### config.mk
export PLATFORM = sky130hd
export DESIGN_NAME = picorv32_pcpi_gf_engine_flat
export DESIGN_NICKNAME = d
export VERILOG_FILES = /design/src/rtl/picorv32_pcpi_gf_engine_if.sv /design/src/rtl/picorv32_pcpi_gf_engine.sv /design/src/flat_wrapper.sv
export SDC_FILE = /design/constraint.sdc
export NUM_CORES = 1
export LEC_CHECK = 0
export BUFFER_PORTS_ARGS = -buffer_cell sky130_fd_sc_hd__buf_2
export CAP_MARGIN = 20
export CORE_MARGIN = 2
export CORE_UTILIZATION = 25
export CTS_CLUSTER_DIAMETER = 30
export DETAILED_ROUTE_END_ITERATION = 8
export MAX_ROUTING_LAYER = met4
export PLACE_DENSITY = 0.45
export SYNTH_ARGS = -nofsm -noshare
export SYNTH_HDL_FRONTEND = slang
export SYNTH_SLANG_ARGS = --single-unit
### constraint.sdc
create_clock -name clk -period 9.07 [get_ports clk]
set_clock_uncertainty 0.15 [all_clocks]
set_input_delay 0.4535 -clock clk [delete_from_list [all_inputs] [get_ports clk]]
set_output_delay 0.4535 -clock clk [all_outputs]
set_load 0.01 [all_outputs]
### src/rtl/picorv32_pcpi_gf_engine_if.sv
// PCPI bus between the PicoRV32 core (master) and a coprocessor (slave).
interface picorv32_pcpi_gf_engine_if;
  logic        pcpi_valid;
  logic [31:0] pcpi_insn;
  logic [31:0] pcpi_rs1;
  logic [31:0] pcpi_rs2;
  logic        pcpi_wr;
  logic [31:0] pcpi_rd;
  logic        pcpi_wait;
  logic        pcpi_ready;

  modport master (
    output pcpi_valid, pcpi_insn, pcpi_rs1, pcpi_rs2,
    input  pcpi_wr, pcpi_rd, pcpi_wait, pcpi_ready
  );

  modport slave (
    input  pcpi_valid, pcpi_insn, pcpi_rs1, pcpi_rs2,
    output pcpi_wr, pcpi_rd, pcpi_wait, pcpi_ready
  );
endinterface

### src/rtl/picorv32_pcpi_gf_engine.sv
// GF(2^m) PCPI coprocessor: digit-serial multiply/reduce, add, square, config.
// Define GF_INV_EN to add Fermat inversion (GFINV, funct3 011).
module picorv32_pcpi_gf_engine #(
  parameter int DATA_WIDTH = 32,
  parameter int DIGIT      = 4
) (
  input logic                      clk,
  input logic                      resetn,
  picorv32_pcpi_gf_engine_if.slave pcpi
);
  localparam int MW   = $clog2(DATA_WIDTH) + 1;
  localparam int NMAX = (DATA_WIDTH + DIGIT - 1) / DIGIT;
  localparam int BW   = NMAX * DIGIT;
  localparam int CW   = $clog2(NMAX + 1);
  localparam int PW   = MW + 1;

  typedef enum logic [1:0] {S_IDLE, S_EXEC, S_DONE} state_t;
  typedef enum logic [2:0] {
    OP_MUL = 3'b000, OP_ADD = 3'b001, OP_SQR = 3'b010, OP_INV = 3'b011, OP_CFG = 3'b111
  } op_t;

  function automatic logic [DATA_WIDTH-1:0] fmask(input logic [MW-1:0] m);
    for (int i = 0; i < DATA_WIDTH; i++) fmask[i] = (i < int'(m));
  endfunction

  // DIGIT chained steps of acc <- (acc*x mod P) ^ (b_i ? A : 0), MSB of the digit first.
  function automatic logic [DATA_WIDTH-1:0] gf_digit(
    input logic [DATA_WIDTH-1:0] acc_in, input logic [DATA_WIDTH-1:0] a,
    input logic [DIGIT-1:0] bits, input logic [MW-1:0] m, input logic [DATA_WIDTH-1:0] p);
    logic [DATA_WIDTH-1:0] r, mk, top;
    logic                  msb;
    mk  = fmask(m);
    top = mk ^ (mk >> 1);
    r   = acc_in;
    for (int j = DIGIT - 1; j >= 0; j--) begin
      msb = |(r & top);
      r   = ((r << 1) & mk) ^ (msb ? p : '0) ^ (bits[j] ? a : '0);
    end
    return r;
  endfunction

  // Left-justify the multiplier so its top digit holds bits N*DIGIT-1 downward.
  function automatic logic [BW-1:0] align_b(input logic [DATA_WIDTH-1:0] b, input logic [CW-1:0] n);
    return BW'(b) << (BW - DIGIT * int'(n));
  endfunction

  state_t                state;
  op_t                   op;
  logic [MW-1:0]         cfg_m, new_m;
  logic [DATA_WIDTH-1:0] cfg_p, new_p;
  logic [CW-1:0]         n_dig, dig_cnt, n_cur;
  logic [DATA_WIDTH-1:0] acc, a_op, acc_nx, mask_cur, op_a, op_b;
  logic [BW-1:0]         b_sh;
  logic [2:0]            f3;
  logic                  hit, accept, last_dig, last_pass, finish, new_ok;
`ifdef GF_INV_EN
  logic [PW-1:0]         pass_cnt;
  logic [DATA_WIDTH-1:0] a_orig;
`endif

  assign f3 = pcpi.pcpi_insn[14:12];

  always_comb begin
    hit = 1'b0;
    if (pcpi.pcpi_insn[6:0] == 7'b0110011 && pcpi.pcpi_insn[31:25] == 7'b0000110) begin
      case (f3)
        3'b000, 3'b001, 3'b010, 3'b111: hit = 1'b1;
`ifdef GF_INV_EN
        3'b011: hit = 1'b1;
`endif
        default: hit = 1'b0;
      endcase
    end
  end

  assign accept   = (state == S_IDLE) && pcpi.pcpi_valid && hit;
  assign mask_cur = fmask(cfg_m);
  assign op_a     = pcpi.pcpi_rs1[DATA_WIDTH-1:0] & mask_cur;
  assign op_b     = pcpi.pcpi_rs2[DATA_WIDTH-1:0] & mask_cur;
  assign n_cur    = CW'((int'(cfg_m) + DIGIT - 1) / DIGIT);
  assign acc_nx   = gf_digit(acc, a_op, b_sh[BW-1 -: DIGIT], cfg_m, cfg_p);
  assign last_dig = (dig_cnt == CW'(1));
`ifdef GF_INV_EN
  assign last_pass = (op != OP_INV) || (pass_cnt == '0);
`else
  assign last_pass = 1'b1;
`endif
  assign finish = (op == OP_ADD) || (op == OP_CFG) || (last_dig && last_pass);
  assign new_ok = (new_m >= MW'(2)) && (int'(new_m) <= DATA_WIDTH);

  always_ff @(posedge clk or negedge resetn) begin
    if (!resetn) begin
      state           <= S_IDLE;
      op              <= OP_MUL;
      cfg_m           <= MW'(8);
      cfg_p           <= DATA_WIDTH'(8'h1B);
      n_dig           <= '0;
      dig_cnt         <= '0;
`ifdef GF_INV_EN
      pass_cnt        <= '0;
`endif
      pcpi.pcpi_wr    <= 1'b0;
      pcpi.pcpi_rd    <= '0;
      pcpi.pcpi_wait  <= 1'b0;
      pcpi.pcpi_ready <= 1'b0;
    end else begin
      case (state)
        S_IDLE: if (accept) begin
          state          <= S_EXEC;
          op             <= op_t'(f3);
          n_dig          <= n_cur;
          dig_cnt        <= n_cur;
`ifdef GF_INV_EN
          pass_cnt       <= PW'(2 * int'(cfg_m) - 4);
`endif
          pcpi.pcpi_wait <= 1'b1;
        end
        S_EXEC: begin
          if (!pcpi.pcpi_valid) begin
            state          <= S_IDLE;
            pcpi.pcpi_wait <= 1'b0;
          end else if (finish) begin
            state           <= S_DONE;
            pcpi.pcpi_wait  <= 1'b0;
            pcpi.pcpi_ready <= 1'b1;
            pcpi.pcpi_wr    <= (op != OP_CFG);
            pcpi.pcpi_rd    <= (op == OP_CFG) ? '0 : 32'((op == OP_ADD) ? acc : acc_nx);
            if (op == OP_CFG && new_ok) begin
              cfg_m <= new_m;
              cfg_p <= new_p;
            end
          end else if (last_dig) begin
            dig_cnt <= n_dig;
`ifdef GF_INV_EN
            pass_cnt <= pass_cnt - PW'(1);
`endif
          end else begin
            dig_cnt <= dig_cnt - CW'(1);
          end
        end
        S_DONE: begin
          state           <= S_IDLE;
          pcpi.pcpi_ready <= 1'b0;
          pcpi.pcpi_wr    <= 1'b0;
          pcpi.pcpi_rd    <= '0;
        end
        default: state <= S_IDLE;
      endcase
    end
  end

  // Datapath: operand capture, then one digit per EXEC cycle; INV reloads r between passes.
  always_ff @(posedge clk) begin
    if (accept) begin
      acc   <= (f3 == OP_ADD) ? (op_a ^ op_b) : '0;
      a_op  <= op_a;
      b_sh  <= align_b(((f3 == OP_SQR) || (f3 == OP_INV)) ? op_a : op_b, n_cur);
      new_m <= pcpi.pcpi_rs1[MW-1:0];
      new_p <= pcpi.pcpi_rs2[DATA_WIDTH-1:0] & fmask(pcpi.pcpi_rs1[MW-1:0]);
`ifdef GF_INV_EN
      a_orig <= op_a;
`endif
    end else if (state == S_EXEC) begin
`ifdef GF_INV_EN
      if (last_dig && !last_pass) begin
        acc  <= '0;
        a_op <= acc_nx;
        b_sh <= align_b(pass_cnt[0] ? acc_nx : a_orig, n_dig);
      end else
`endif
      begin
        acc  <= acc_nx;
        b_sh <= b_sh << DIGIT;
      end
    end
  end
endmodule

### src/flat_wrapper.sv
// flat-port wrapper written by rule: the top's interface ports become plain ports
module picorv32_pcpi_gf_engine_flat 
#(
  parameter int DATA_WIDTH = 32,
  parameter int DIGIT      = 4
)
  (clk, resetn, pcpi_pcpi_valid, pcpi_pcpi_insn, pcpi_pcpi_rs1, pcpi_pcpi_rs2, pcpi_pcpi_wr, pcpi_pcpi_rd, pcpi_pcpi_wait, pcpi_pcpi_ready);
  picorv32_pcpi_gf_engine_if pcpi_i ();
  input logic clk;
  input logic resetn;
  input wire logic [$bits(pcpi_i.pcpi_valid)-1:0] pcpi_pcpi_valid;
  input wire logic [$bits(pcpi_i.pcpi_insn)-1:0] pcpi_pcpi_insn;
  input wire logic [$bits(pcpi_i.pcpi_rs1)-1:0] pcpi_pcpi_rs1;
  input wire logic [$bits(pcpi_i.pcpi_rs2)-1:0] pcpi_pcpi_rs2;
  output wire logic [$bits(pcpi_i.pcpi_wr)-1:0] pcpi_pcpi_wr;
  output wire logic [$bits(pcpi_i.pcpi_rd)-1:0] pcpi_pcpi_rd;
  output wire logic [$bits(pcpi_i.pcpi_wait)-1:0] pcpi_pcpi_wait;
  output wire logic [$bits(pcpi_i.pcpi_ready)-1:0] pcpi_pcpi_ready;
  assign pcpi_i.pcpi_valid = pcpi_pcpi_valid;
  assign pcpi_i.pcpi_insn = pcpi_pcpi_insn;
  assign pcpi_i.pcpi_rs1 = pcpi_pcpi_rs1;
  assign pcpi_i.pcpi_rs2 = pcpi_pcpi_rs2;
  assign pcpi_pcpi_wr = pcpi_i.pcpi_wr;
  assign pcpi_pcpi_rd = pcpi_i.pcpi_rd;
  assign pcpi_pcpi_wait = pcpi_i.pcpi_wait;
  assign pcpi_pcpi_ready = pcpi_i.pcpi_ready;
  picorv32_pcpi_gf_engine #(.DATA_WIDTH(DATA_WIDTH), .DIGIT(DIGIT)) u_core (.clk(clk), .resetn(resetn), .pcpi(pcpi_i));
endmodule
==> flow_summary_export.csv, run 1 <==
group,metric,value,unit
run_status,outcome,"complete, no violations",
power_and_ir_drop,power_frac_seq,34.1,%
die,dieArea,82300,µm²
die,fp.dieH,287,µm
die,core,79100,µm²
cts,cts.repair.resized,0,
placed_design,port_buffers,118,
placed_design,gp_congestion,1.08,
logic_synthesis,syn_area_per_cell,8.00,µm²
cts,cts_hold_buffers,4,
global_route,track_usage,27.2,%
worst_setup_path,end_kind,"register",
sta,setup_viol,0,
logic_synthesis,dominantRegCellSynth,"edfxtp_1",
global_route,grt_max_degree,65,
sta,fmax,117,MHz
global_route,grt_pass1_wl,156,mm
sta,fin_crit_sh,94.5,%
detailed_routing,ant_nets,0,
global_route,top_usage_layer,"met2",
global_route,met1_usage,35.9,%
logic_synthesis,yosysSeqAreaShare,30.9,%
logic_synthesis,synth_cells,2500,
cts,h-tree-depth,2,
finish,final_nets,2799,
finish,drive_gt1_share,18.9,%
detailed_routing,drt_wl_total,111,mm
die,die_w,287,µm
power_and_ir_drop,power.internal,2.43,mW
logic_synthesis,synth_common_cells,"nand2_1, nor2_1, a21oi_1",
logic_synthesis,synth.area.top_cells,"edfxtp_1, dfrtp_1, nand2_1",
sta,tightest_slew,1.17,ns
sta,relSlewSlack,21.3,%
power_and_ir_drop,peakVddDrop,0.000155,V
global_route,grt_pass1_vias,20600,
cts,cts_made_buffers,51,
cts,cts_tree,"done",
worst_setup_path,start_kind,"register",
power_and_ir_drop,leakage,8.88,nW
run,maxCapViolCount,0,
cts,clock_sinks,220,
worst_setup_path,crit_type,"reg -> reg",
global_route,overflow,0,
cts,cts_setup_buffers,0,
placed_design,hpwl,87.3,mm
die,initial_core_util,25.3,%
power_and_ir_drop,clkPwrFrac,62.4,%
logic_synthesis,syn_area,20000,µm²
sta,setup-tns-final,0,ns
detailed_routing,wl_per_cell,29.3,µm
sta,min_period,8.57,ns
cts,clk_pin_slew,0.05,ns
logic_synthesis,yosys_register_bits,220,
detailed_routing,drtIter0Drc,2662,
global_route,antenna_found_initial,2,
finish,utilization,31.0,%
logic_synthesis,synthArstFlopShare,39.1,%
detailed_routing,drc,0,
logic_synthesis,synth_edf_count,134,
power_and_ir_drop,combPwrFrac,3.4,%
sta,rsz0062_at_grt,"no",
logic_synthesis,ys_types,104,
power_and_ir_drop,p_switching,677,µW
global_route,grt.met3_usage,3.14,%
logic_synthesis,yosys.cell_count.top_type,"nand2_1",
cts,root_buffer,"clkbuf_16",
logic_synthesis,yosys.area.top_type_share,20.1,%
power_and_ir_drop,power.density,127,nW/µm²
logic_synthesis,synth-warning-count,0,
sta,drv_slew,0,
detailed_routing,via_per_inst,5.69,
die,row_count,103,
logic_synthesis,synth_top_area_cell,"edfxtp_1",
die,ioPinCount,134,
cts,clk_latency,0.58,ns
global_route,gr-usage-met2,41.9,%
cts,clk_path_buf_depth,3,
power_and_ir_drop,switching_share,21.8,%
sta,finalHoldViolations,0,
detailed_routing,drtPass1Iterations,6,
logic_synthesis,synth_fp_nets,2602,
detailed_routing,dr_total_vias,21600,
worst_setup_path,worst_ep_arrival_time,8.71,ns
worst_setup_path,worst_ep_required_time,9.21,ns
finish,n_fill_cell,8525,
worst_setup_path,path_max_fanout,20,
worst_hold_path,worstHoldPathType,"in -> reg",
power_and_ir_drop,total_power,3.11,mW
finish,area_growth,22.5,%
## metrics by stage
step	area [µm²]	hold WS [ns]	setup WS, ns	std cells
floorplan	20000	0.00791	2.98	2500
global placement	22600	0.289	0.869	3689
detailed placement	22700	0.293	0.797	3690
CTS	24500	0.0325	0.767	3789
global route	24500	0.0577	0.181	3790
finish	24500	0.0570	0.502	3790
## placed cells by master (no fill, tap or decap), drive strengths merged, types with 15 or more instances in the layout
master   Yosys  layout
nand3       67      67
and3        22      22
xnor2      136     136
xor2       101     101
nor2       221     221
a22oi       40      40
mux2        49      49
a211oi      15      15
o2111ai     19      19
and2        47      47
nand4       34      34
a21oi      149     149
nand2b      24      24
mux2i       90      90
nor4        31      31
a31oi       46      46
nand2      425     425
clkbuf      94      69
nor2b       36      36
or3         18      18
inv         42      45
buf         71     305
o21ai      201     201
nor3        85      85
dfrtp       81      81
a21boi      16      16
edfxtp     134     134
## final cells by class
| cell class | instances | area, µm² | share of cell area (%) |
|---|---|---|---|
| clock inverters | 26 | 394 | 1.61 |
| well taps | 1050 | 1310 | 5.36 |
| inverters | 42 | 160 | 0.654 |
| diodes | 1 | 2.50 | 0.0102 |
| clock buffers | 69 | 1400 | 5.73 |
| multi-input cells | 2073 | 12900 | 52.7 |
| repair buffers | 309 | 2130 | 8.70 |
| flip-flops and latches | 220 | 6190 | 25.2 |
## path summary, 6_finish.rpt
path,start,to,slack (ns),cells after the start
worst max-delay path,u_core.cfg_m[0],u_core.acc[11],0.50,23
worst min-delay path,pcpi_pcpi_rs1[15],u_core.a_op[15],0.06,2
min in group asynchronous,resetn,u_core.dig_cnt[2],0.23,2
worst max register to register,u_core.cfg_m[0],u_core.acc[11],0.50,23
worst min register to register,u_core.new_p[3],u_core.cfg_p[3],0.32,1
max in group asynchronous,resetn,u_core.cfg_p[6],7.23,3
## power groups by stage
| stage | combinational (mW) | clock [mW] | sequential [mW] |
|---|---|---|---|
| after global routing | 0.114 | 2.01 | 1.06 |
| after detailed placement | 0.105 | 0 | 1.08 |
| after CTS | 0.107 | 1.96 | 1.06 |
| after global placement | 0.104 | 0 | 1.08 |
| after floorplan | 0.0396 | 0 | 1.08 |
| final | 0.107 | 1.94 | 1.06 |
## registers in the layout, indices dropped and copies added (netlist names), 2 cells and up
signal and count:
u_core.cfg_m 6, u_core.acc 32, u_core.cfg_p 32, u_core.a_op 32, u_core.state 2, u_core.dig_cnt 4, u_core.pcpi.pcpi_rd 32, u_core.new_p 32
u_core.b_sh 32, u_core.n_dig 4, u_core.new_m 6, u_core.op 3
## layer usage
| layer | up-vias | share of wire, % |
|---|---|---|
| li1 | 9485 | - |
| met1 | 10800 | 43 |
| met2 | 1120 | 45 |
| met3 | 202 | 7.1 |
| met4 | 0 | 4.9 |
| met5 | - | 0 |
## logic make-up after synthesis
group                      share of synthesized area (%)
muxes                                               7.26
buffers and inverters                               4.89
adders and majority gates                          0.188
AOI/OAI and AO/OA                                   20.9
and+or+nand+nor                                     25.1
DFF                                                 30.9
xor gates and xnor gates                            10.7
## critical path, stage by stage, from the launching register on
cell and delay (ns):
dfrtp_1 0.86, buf_4 0.40, nor3b_1 0.09, o211a_1 0.26
a2111oi_0 0.55, and4_1 0.56, a32o_1 0.19, o2111ai_1 0.21
or4_4 0.56, buf_12 0.19, o21ai_0 0.33, mux2i_1 0.56
o2111ai_1 0.22, buf_4 0.19, nor4_2 0.27, buf_4 0.22
a21oi_1 0.09, xnor2_1 0.68, o2111ai_1 0.24, or4_2 0.69
buf_4 0.26, o21ai_2 0.14, xnor2_1 0.23, o21ai_1 0.10
Note: power is estimated with default switching activity, not from simulation.
==> run 2, diff against run 1 <==
Settings changed: ABC_AREA set to 1.
==> flow_summary_export.csv, run 2 <==
group,metric,value,unit
run_status,outcome,"complete, no violations",
worst_hold_path,worstHoldPathType,"in -> reg",
die,initial_core_util,25.3,%
global_route,grt_max_degree,65,
worst_setup_path,regToRegEndpoint,"u_core.acc[3]",
logic_synthesis,synth_cells,2608,
global_route,antenna_found_initial,2,
cts,h-tree-depth,3,
finish,mostFrequentLayoutCells,"nand2_1, inv_1, nor2_1",
sta,worst_hold_slack,0.0252,ns
worst_setup_path,start_kind,"register",
placed_design,port_buffers,118,
logic_synthesis,syn_area,17400,µm²
finish,seq_area,6180,µm²
sta,drv_slew,0,
die,ioPinCount,134,
die,row_count,96,
sta,setup-tns-final,0,ns
logic_synthesis,yosys.area.top_type_share,24.1,%
logic_synthesis,ys_types,43,
logic_synthesis,synth_fp_nets,2710,
detailed_routing,drc,0,
logic_synthesis,synth_common_cells,"nand2_1, inv_1, nor2_1",
cts,clock_sinks,220,
logic_synthesis,synthArstFlopShare,39.1,%
logic_synthesis,yosys.cell_count.top_type,"nand2_1",
detailed_routing,via_per_inst,4.74,
detailed_routing,ant_nets,0,
cts,root_buffer,"clkbuf_16",
run,maxCapViolCount,0,
worst_setup_path,path_common_cell,"nand2_1",
worst_setup_path,crit_type,"reg -> reg",
worst_setup_path,timing.rr.start,"u_core.cfg_m[1]",
logic_synthesis,synth_top_area_cell,"nand2_1",
detailed_routing,drtIter0Drc,1202,
placed_design,place_area,18900,µm²
die,fp.dieH,268,µm
sta,layout_setup_ws,1.31,ns
finish,area_growth,24.8,%
logic_synthesis,synth_edf_count,134,
logic_synthesis,yosysSeqAreaShare,35.5,%
worst_hold_path,hold_path.startpoint,"pcpi_pcpi_rs2[1]",
placed_design,hpwl,50.0,mm
sta,fmax,129,MHz
cts,cts_made_buffers,74,
sta,finalHoldViolations,0,
finish,n_fill_cell,7508,
worst_setup_path,worst_ep_required_time,9.25,ns
worst_setup_path,worstSetupStartpoint,"u_core.cfg_m[1]",
worst_setup_path,end_kind,"register",
sta,min_period,7.76,ns
global_route,grt_pass1_vias,17200,
cts,clk_path_buf_depth,3,
finish,utilization,31.6,%
detailed_routing,dr_total_vias,17600,
power_and_ir_drop,peakVddDrop,0.000148,V
detailed_routing,drt_wl_total,70.0,mm
global_route,track_usage,20.2,%
logic_synthesis,yosys_register_bits,220,
sta,tightest_slew,1.05,ns
sta,setup_viol,0,
global_route,grt_pass1_wl,106,mm
cts,cts_tree,"done",
placed_design,gp_congestion,0.896,
finish,final_area,21700,µm²
worst_setup_path,r2r_slack,1.31,ns
worst_setup_path,path_max_fanout,64,
cts,clk_pin_slew,0.05,ns
logic_synthesis,dominantRegCellSynth,"edfxtp_1",
placed_design,pre_cts_ws,1.48,ns
worst_setup_path,worst_path_max_delay_cell,"dfrtp_1",
sta,relSlewSlack,29.8,%
worst_setup_path,slowest_delay,0.67,ns
cts,cts.repair.resized,0,
die,core,68700,µm²
worst_setup_path,worst_ep_arrival_time,7.93,ns
sta,rsz0062_at_grt,"no",
sta,fin_crit_sh,85.5,%
worst_setup_path,cp-endpoint,"u_core.acc[3]",
die,die_w,268,µm
finish,layout_commonest_cell,"nand2_1",
global_route,overflow,0,
finish,final_nets,2822,
detailed_routing,wl_per_cell,18.8,µm
cts,clk_latency,0.60,ns
logic_synthesis,synth-warning-count,0,
finish,drive_gt1_share,13.2,%
power_and_ir_drop,leakage,11.2,nW
logic_synthesis,syn_area_per_cell,6.67,µm²
die,dieArea,71700,µm²
power_and_ir_drop,power.density,183,nW/µm²
worst_setup_path,rr_worst_depth,40,
detailed_routing,drtPass1Iterations,7,
logic_synthesis,synth.area.top_cells,"nand2_1, edfxtp_1, dfrtp_1",
finish,multi_input_area,9790,µm²
[run 2: logic make-up (layout without fill, tap and decap cells)]
kind of cell	count (synthesis)	count (layout)	synth area share (%)
and+or+nand+nor	1615	1615	38.7
buffers and inverters	360	534	8.44
AOI/OAI and AO/OA	231	231	7.66
DFF	220	220	35.5
xor gates and xnor gates	145	145	7.30
muxes	34	34	2.19
adders and majority gates	3	3	0.216
other	0	2	0
[run 2: timing repair]
| item | 4_1_cts | 5_1_grt |
|---|---|---|
| hold buffers | 7 | 0 |
| endpoints found under the hold margin | 42 | 0 |
| setup buffers | 0 | 0 |
| endpoints found under the setup margin | 0 | 0 |
[run 2: metrics by stage]
| step | total power, mW | instances |
|---|---|---|
| final | 3.98 | 3715 |
| after global placement | 1.23 | 3567 |
| after detailed placement | 1.23 | 3567 |
| after floorplan | 1.15 | 2608 |
| after global routing | 4.09 | 3715 |
| after CTS | 4.02 | 3712 |
[run 2: worst max-delay path, delay by kind of cell (launching register included)]
| family | cells | cell delay (ns) |
|---|---|---|
| flip-flops | 1 | 0.67 |
| AND/OR/NAND/NOR | 36 | 5.56 |
| buffers and inverters | 3 | 0.78 |
| AO/OA/AOI/OAI | 1 | 0.08 |
[run 2: report_power, final]
group / internal [mW] / switching, mW
Combinational: 0.0457 / 0.106
Clock: 2.01 / 0.755
Sequential: 1.07 / 0.0000623
[run 2: worst min-delay path by stage]
stage                         endpoint  slack (ns)  depth (start not counted)
6_report               u_core.new_p[1]        0.03                          3
5_1_grt                u_core.new_p[1]        0.04                          3
4_1_cts                u_core.new_p[1]       0.008                          3
3_5_place_dp   u_core.pcpi.pcpi_rd[20]        0.31                          2
3_3_place_gp       u_core.pcpi.pcpi_wr        0.30                          2
2_1_floorplan          u_core.cfg_m[0]       0.008                          0
[run 2: area by class of cell]
type | instances | area share, %
flip-flops and latches | 220 | 28.5
repair buffers | 164 | 4.61
diodes | 2 | 0.0230
clock buffers | 101 | 9.88
multi-input cells | 2028 | 45.1
inverters | 232 | 4.02
clock inverters | 37 | 2.54
well taps | 931 | 5.36
[run 2: metal layers]
metal	vias to the layer above	GRT usage (%)	part of all wire [%]
li1	8582	-	-
met1	8427	24.9	44
met2	472	33.5	47
met3	112	3.05	5.5
met4	0	7.43	3.1
met5	-	-	0
